--- config.mk ---
export PLATFORM = sky130hd
export DESIGN_NAME = mem_access_stage
export DESIGN_NICKNAME = d
export VERILOG_FILES = /design/src/rtl/mem_access_stage.sv
export SDC_FILE = /design/constraint.sdc
export NUM_CORES = 1
export LEC_CHECK = 0
export BUFFER_PORTS_ARGS = -buffer_cell sky130_fd_sc_hd__buf_2
export CAP_MARGIN = 5
export CORE_AREA = 2 2 235 237
export DETAILED_ROUTE_END_ITERATION = 6
export DIE_AREA = 0 0 237 239
export HOLD_SLACK_MARGIN = 0.15
export PLACE_DENSITY = 0.43
export SYNTH_ARGS = -nofsm -noshare
export SYNTH_HDL_FRONTEND = slang
export SYNTH_SLANG_ARGS = --single-unit
--- constraint.sdc ---
create_clock -name clk -period 3.8 [get_ports clk]
set_input_delay 0.38 -clock clk [delete_from_list [all_inputs] [get_ports clk]]
set_output_delay 0.38 -clock clk [all_outputs]
set_load 0.05 [all_outputs]
--- src/rtl/mem_access_stage.sv ---
// EX/MEM pipeline register plus data-memory req/ack control.
// Stalls the front end while an access is outstanding and resolves CBZ at retire.
module mem_access_stage #(
  parameter int N       = 64,
  parameter int TIMEOUT = 16
) (
  input  logic         clk,
  input  logic         reset,
  input  logic         valid_E,
  input  logic         flush_M,
  input  logic         Branch_E,
  input  logic         MemRead_E,
  input  logic         MemWrite_E,
  input  logic         RegWrite_E,
  input  logic         zero_E,
  input  logic [4:0]   writeReg_E,
  input  logic [N-1:0] PCBranch_E,
  input  logic [N-1:0] aluResult_E,
  input  logic [N-1:0] writeData_E,
  output logic         dm_req,
  output logic         dm_we,
  output logic [N-1:0] dm_addr,
  output logic [N-1:0] dm_wdata,
  input  logic [N-1:0] dm_rdata,
  input  logic         dm_ack,
  output logic         stall_M,
  output logic         retire_M,
  output logic         PCSrc_M,
  output logic [N-1:0] PCBranch_M,
  output logic [N-1:0] aluResult_M,
  output logic [N-1:0] readData_M,
  output logic         RegWrite_M,
  output logic [4:0]   writeReg_M,
  output logic         memError_M
);

  typedef enum logic [1:0] {IDLE, WAIT, ERR} state_t;

  typedef struct packed {
    logic         valid;
    logic         branch;
    logic         mem_read;
    logic         mem_write;
    logic         reg_write;
    logic         zero;
    logic [4:0]   wreg;
    logic [N-1:0] pc_branch;
    logic [N-1:0] alu;
    logic [N-1:0] wdata;
  } m_reg_t;

  m_reg_t     m_q;
  state_t     state, state_nxt;
  logic [7:0] cnt;
  logic       ld_memop;
  logic       memop_M;
  logic       timeout_hit;

  assign ld_memop    = valid_E & ~flush_M & (MemRead_E | MemWrite_E);
  assign memop_M     = m_q.mem_read | m_q.mem_write;
  assign timeout_hit = (state == WAIT) & ~dm_ack & (cnt == 8'(TIMEOUT - 1));

  // EX/MEM register: every field frozen while stalled
  always_ff @(posedge clk) begin
    if (reset)
      m_q <= '0;
    else if (!stall_M)
      m_q <= '{valid:     valid_E & ~flush_M,
               branch:    Branch_E,
               mem_read:  MemRead_E,
               mem_write: MemWrite_E,
               reg_write: RegWrite_E,
               zero:      zero_E,
               wreg:      writeReg_E,
               pc_branch: PCBranch_E,
               alu:       aluResult_E,
               wdata:     writeData_E};
  end

  always_ff @(posedge clk) begin
    if (reset) state <= IDLE;
    else       state <= state_nxt;
  end

  // IDLE never stalls, so every IDLE edge is a load edge
  always_comb begin
    state_nxt = state;
    case (state)
      IDLE:    if (ld_memop) state_nxt = WAIT;
      WAIT:    if (dm_ack)           state_nxt = ld_memop ? WAIT : IDLE;
               else if (timeout_hit) state_nxt = ERR;
      ERR:     state_nxt = ERR;
      default: state_nxt = IDLE;
    endcase
  end

  // Wait counter restarts whenever a fresh access begins, including ack-chained ones
  always_ff @(posedge clk) begin
    if (reset) begin
      cnt        <= '0;
      memError_M <= 1'b0;
    end else begin
      if (state_nxt == WAIT && (state != WAIT || dm_ack))
        cnt <= '0;
      else if (state == WAIT && !dm_ack)
        cnt <= cnt + 8'd1;
      if (timeout_hit)
        memError_M <= 1'b1;
    end
  end

  always_comb begin
    dm_req   = (state == WAIT);
    dm_we    = (state == WAIT) & m_q.mem_write;
    stall_M  = ((state == WAIT) & ~dm_ack) | (state == ERR);
    retire_M = m_q.valid & (((state == IDLE) & ~memop_M) | ((state == WAIT) & dm_ack));
    PCSrc_M  = retire_M & m_q.branch & m_q.zero;
  end

  assign dm_addr     = m_q.alu;
  assign dm_wdata    = m_q.wdata;
  assign PCBranch_M  = m_q.pc_branch;
  assign aluResult_M = m_q.alu;
  assign readData_M  = dm_rdata;
  assign RegWrite_M  = m_q.valid & m_q.reg_write;
  assign writeReg_M  = m_q.wreg;

endmodule
# ---- Word-level counts from Yosys, hierarchy flattened
# Index checks and enable logic that the tools add are counted.
dict set report totals {
  reg_bits 214
  elab_cells 48
}
dict set report classes {
  n_addsub 1
  n_eq_ne 5
  mux 5
  bitwise_logic 18
  reduce_logical 6
}
# operator count
set ops {}
lappend ops {{$and A1 B1 Y1} 11}
lappend ops {{$add A8 B1 Y8 const B} 1}
lappend ops {{$eq A8 B4 Y1 const B} 1}
lappend ops {{$mux W2} 3}
lappend ops {{$pmux W2 S3} 1}
lappend ops {{$eq A2 B1 Y1 const B} 2}
lappend ops {{$or A1 B1 Y1} 4}
lappend ops {{$not A1 Y1} 3}
lappend ops {{$eq A2 B2 Y1 const B} 1}
lappend ops {{$logic_and A1 B1 Y1} 2}
lappend ops {{$logic_not A2 Y1} 1}
lappend ops {{$ne A2 B1 Y1 const B} 1}
lappend ops {{$reduce_or A2 Y1} 1}
lappend ops {{$logic_not A1 Y1} 1}
lappend ops {{$logic_or A1 B1 Y1} 1}
lappend ops {{$mux W1} 1}

# ---- Logic depth before layout (Yosys ltp)
dict set report depth {
  depth_word 9
  ltp_mapped 6
}

# ---- Worst setup path before layout
# OpenSTA, ideal clock, no wires.
dict set report synth_path {
  path_type {reg-to-output}
  from {reg m_q[199] (netlist bit)}
  to {out PCSrc_M}
  t_arrival_ps 2052
  t_required_ps 3420
  slack_ps 1368
  path_stages_with_launch 4
  path_buffers 0
  cell_sequence {dfxtp_1 or3_1 a21oi_1 and3_1}
}
dict set report synth_via {
  elab_chain_cells 7
}
# item line_no
set synth_lines {}
lappend synth_lines {{from (decl)} 52} ;# m_reg_t m_q;
lappend synth_lines {{from (signal assigned)} 68} ;# m_q <= '{valid: valid_E & ~flush_M,
lappend synth_lines {{$or A1 B1 Y1} 60} ;# assign memop_M = m_q.mem_read | m_q.mem_write;
lappend synth_lines {{$not A1 Y1} 116} ;# retire_M = m_q.valid & (((state == IDLE) & ~memop_M) | ((state == WAIT) & dm_ack));
lappend synth_lines {{$and A1 B1 Y1} 116}
lappend synth_lines {{$or A1 B1 Y1} 116}
lappend synth_lines {{$and A1 B1 Y1} 116}
lappend synth_lines {{net retire_M} 27} ;# output logic retire_M,
lappend synth_lines {{$and A1 B1 Y1 (2 in series)} 117} ;# PCSrc_M = retire_M & m_q.branch & m_q.zero;
lappend synth_lines {{to (decl)} 28} ;# output logic PCSrc_M,
# The timed path passes the listed nets, and every way through them passes these cells.

# ---- Worst setup path in the final report
dict set report layout_path {
  from {reg state[1]}
  to {out stall_M}
}
dict set report layout_via {
  elab_chain_cells 3
}
# item line_no
set layout_lines {}
lappend layout_lines {{from (decl)} 53} ;# state_t state, state_nxt;
lappend layout_lines {{from (signal assigned)} 82} ;# else state <= state_nxt;
lappend layout_lines {{$eq A2 B1 Y1} 115} ;# stall_M = ((state == WAIT) & ~dm_ack) | (state == ERR);
lappend layout_lines {{$and A1 B1 Y1} 115}
lappend layout_lines {{$or A1 B1 Y1 (*)} 115}
lappend layout_lines {{to (decl)} 26} ;# output logic stall_M,
# Mark *: on every way between the ends. The rest lies on a longest branch, timed or not.

==> impl_metrics.tcl <==
set metrics [dict create \
    status "finished, final reports clean" \
    via_per_inst 4.27 \
    diodes 0 \
    grt_pass1_vias 9401 \
    maxSlewHeadroom_pct 41.0 \
    total_power_w 0.00635 \
    final_cells 2319 \
    grt_max_degree 147 \
    post-synth-top-area-cell "dfxtp_1" \
    finalCritPeriodShare_pct 71.7 \
    dpl.cell_count 2072 \
    synth-edff-count 0 \
    hold_depth 3 \
    antenna_found_initial 4 \
    critPathSlowestCell "or3b_4" \
    cts_tree "built" \
    hpwl_mm 22.6 \
    rows 86 \
    seq_area_mm2 0.00428 \
    clk_pin_slew_worst_paths_ns 0.06 \
    crit_required_ns 3.42 \
    num-fill-cells 5893 \
    grt_pass1_wl_mm 53.6 \
    worstSetupPathDepth 3 \
    h-tree-depth 1 \
    hold_class "input port to flop" \
    worstMarginPinSlew_ns 0.886 \
    crit_type "flop to output port" \
    rsz0062_at_grt "false" \
    drv_cap 0 \
    wire_per_inst_um 15.6 \
    yosys_warnings 0 \
    synthCells 1319 \
    nets 1870 \
    syn_area_per_cell_um2 8.00 \
    coreArea_mm2 0.0543 \
    worst_skew_pair.late_latency_ns 0.56 \
    grt_use_total_pct 11.8 \
    startpoint_type "flop" \
    setup-violations-final 0 \
    power.density_mw_per_mm2 452 \
    synth_area_mm2 0.0106 \
    period_minus_slack_ns 2.72 \
    hold_viol 0 \
    route.detailed.drc 0 \
    drive_gt1_share_pct 33.1 \
    yosysMostFrequentCell "buf_4" \
    ys_ff_latch 214 \
    clock_path_buffers 3 \
    multi_input_comb_area_mm2 0.00341 \
    drt-initial-drc-count 379 \
    cts_buffers 27 \
    cts_resized 0 \
    cts_sinks 214 \
    initial_core_util_pct 19.4 \
    fmax_mhz 367 \
    fin_skew_ns 0.0145 \
    dpl_cell_area_mm2 0.0112 \
    worst-path-buf-inv 1 \
    synth_cell_type_count 24 \
    cts_root_buf "clkbuf_16" \
    crit_path_cell_trace "or3b_4, nand2_1, buf_2" \
    place_congestion 0.740 \
    grt_overflow_total 0 \
    synthArstFlopShare_pct 0 \
    cts_setup_buffers 0 \
    ios 603 \
    die_x_um 237 \
    io_buffers 474 \
    critical-path-max-stage-delay_ns 0.77 \
    drtAntennaViolNets 0 \
    path_delay_family "simple AND/OR/NAND/NOR gates" \
    die_area_mm2 0.0566 \
    synth-seq-area-share_pct 40.6 \
    drt_wl_total_mm 36.1 \
    syn-num-nets 1591 \
    design_area_mm2 0.0140 \
    synthTopCellsByArea "dfxtp_1, buf_4, a21oi_1" \
    leakage_nw 6.46 \
    synth_top_area_share_pct 40.6 \
    die_h_um 239 \
    drt-pass1-iter-count 4 \
    synthTopCellsByCount "buf_4, a21oi_1, dfxtp_1, o21ai_0, nand3_1" \
    arrival_ns 2.34 \
    ir_drop_v 0.000290 \
    timing.setup.tns_ns 0 \
    cp_max_fo 52 \
    reg2reg_depth 4 \
    crit_path_end_kind "output port" \
    via_count 9894 \
    syn2layout_area_growth_pct 33.0 \
    slew_violations 0 \
    synth_top_flop_cell "dfxtp_1" \
]
-- flip-flops by register name, indices dropped and copies added, names as in the netlist --
| register | cells |
|---|---|
| PCBranch_M | 64 |
| aluResult_M | 64 |
| dm_wdata | 64 |
| cnt | 8 |
| m_q | 6 |
| writeReg_M | 5 |
| state | 2 |
| memError_M | 1 |
-- what timing repair did --
| item | in CTS | in global routing |
|---|---|---|
| hold endpoints to repair | 201 | 0 |
| setup endpoints to repair | 0 | 0 |
| hold buffers | 201 | 0 |
-- report_power, final --
group / internal, W / switching (W) / leakage (nW)
combinational: 0.000416 / 0.000911 / 4.26
sequential: 0.00238 / 0.0000754 / 1.78
clock: 0.00150 / 0.00106 / 0.427
-- routing by layer --
layer / GRT usage (%) / part of all wire (%) / vias to the layer above
met5: 0 / 0.11 / -
met4: 4.68 / 3.3 / 6
met3: 3.09 / 7.3 / 89
met2: 19.6 / 47 / 348
met1: 14.5 / 42 / 4673
li1: - / - / 4778
-- path summary, 6_finish.rpt --
kind / endpoint / slack, ns / start
setup / recovery: stall_M / 1.08 / state[1]$_SDFF_PP0_
hold reg to reg: memError_M$_SDFFE_PP0P_ / 0.46 / memError_M$_SDFFE_PP0P_
setup reg to reg: aluResult_M[8]$_SDFFE_PP0N_ / 1.54 / state[1]$_SDFF_PP0_
hold / removal: PCBranch_M[34]$_SDFFE_PP0N_ / 0.30 / PCBranch_E[34]
-- worst min-delay path, cell delays in order --
cell and delay (ns):
buf_2 0.10, nand3_1 0.23, a21oi_1 0.10
-- cell usage in the layout (no fill, tap or decap) --
master | synthesis | layout
a21oi_1 | 214 | 214
and2_1 | 2 | 2
and3_1 | 1 | 1
buf_12 | 0 | 8
buf_2 | 9 | 473
buf_4 | 325 | 6
buf_6 | 0 | 1
bufinv_16 | 0 | 1
clkbuf_1 | 81 | 4
clkbuf_16 | 0 | 27
clkbuf_8 | 0 | 7
clkinv_2 | 0 | 3
clkinvlp_4 | 0 | 1
dfxtp_1 | 214 | 214
dlygate4sd3_1 | 0 | 201
ha_1 | 1 | 1
inv_1 | 3 | 3
inv_6 | 0 | 3
nand2_1 | 6 | 6
nand2b_1 | 3 | 2
nand2b_4 | 0 | 1
nand3_1 | 205 | 205
nand4_1 | 1 | 1
nor2_1 | 2 | 2
nor2b_1 | 3 | 2
nor2b_4 | 0 | 1
nor3b_4 | 0 | 1
o21ai_0 | 207 | 207
o31ai_1 | 3 | 3
o41ai_2 | 1 | 1
or3_1 | 6 | 6
or3b_4 | 0 | 1
or4_1 | 5 | 5
xnor2_1 | 1 | 1
-- per-stage QoR --
stage	setup slack [ns]	hold WS, ns	util [%]
after global routing	0.911	0.287	25.8
after CTS	1.01	0.245	25.8
after global placement	1.60	0.442	20.5
after floorplan	1.37	0.447	-
final	1.08	0.296	25.8
after detailed placement	1.53	0.449	20.5
-- cell families after synthesis --
group                    after synthesis  synth area share, %
flip-flops                           214                 40.6
AND/OR/NAND/NOR                      236                 11.5
adder cells (fa/ha/maj)                1                0.119
buffers and inverters                442                 27.4
XOR/XNOR                               1               0.0830
AO/OA/AOI/OAI                        425                 20.3
-- area by class of cell --
type	instances	share of cell area, %
Timing Repair Buffer	689	32.7
Sequential cell	214	30.5
Multi-Input combinational cell	663	24.3
Tap cell	704	6.27
Clock buffer	38	5.60
Clock inverter	8	0.561
Inverter	3	0.0802
No activity file was read; power rests on OpenSTA's default activity.
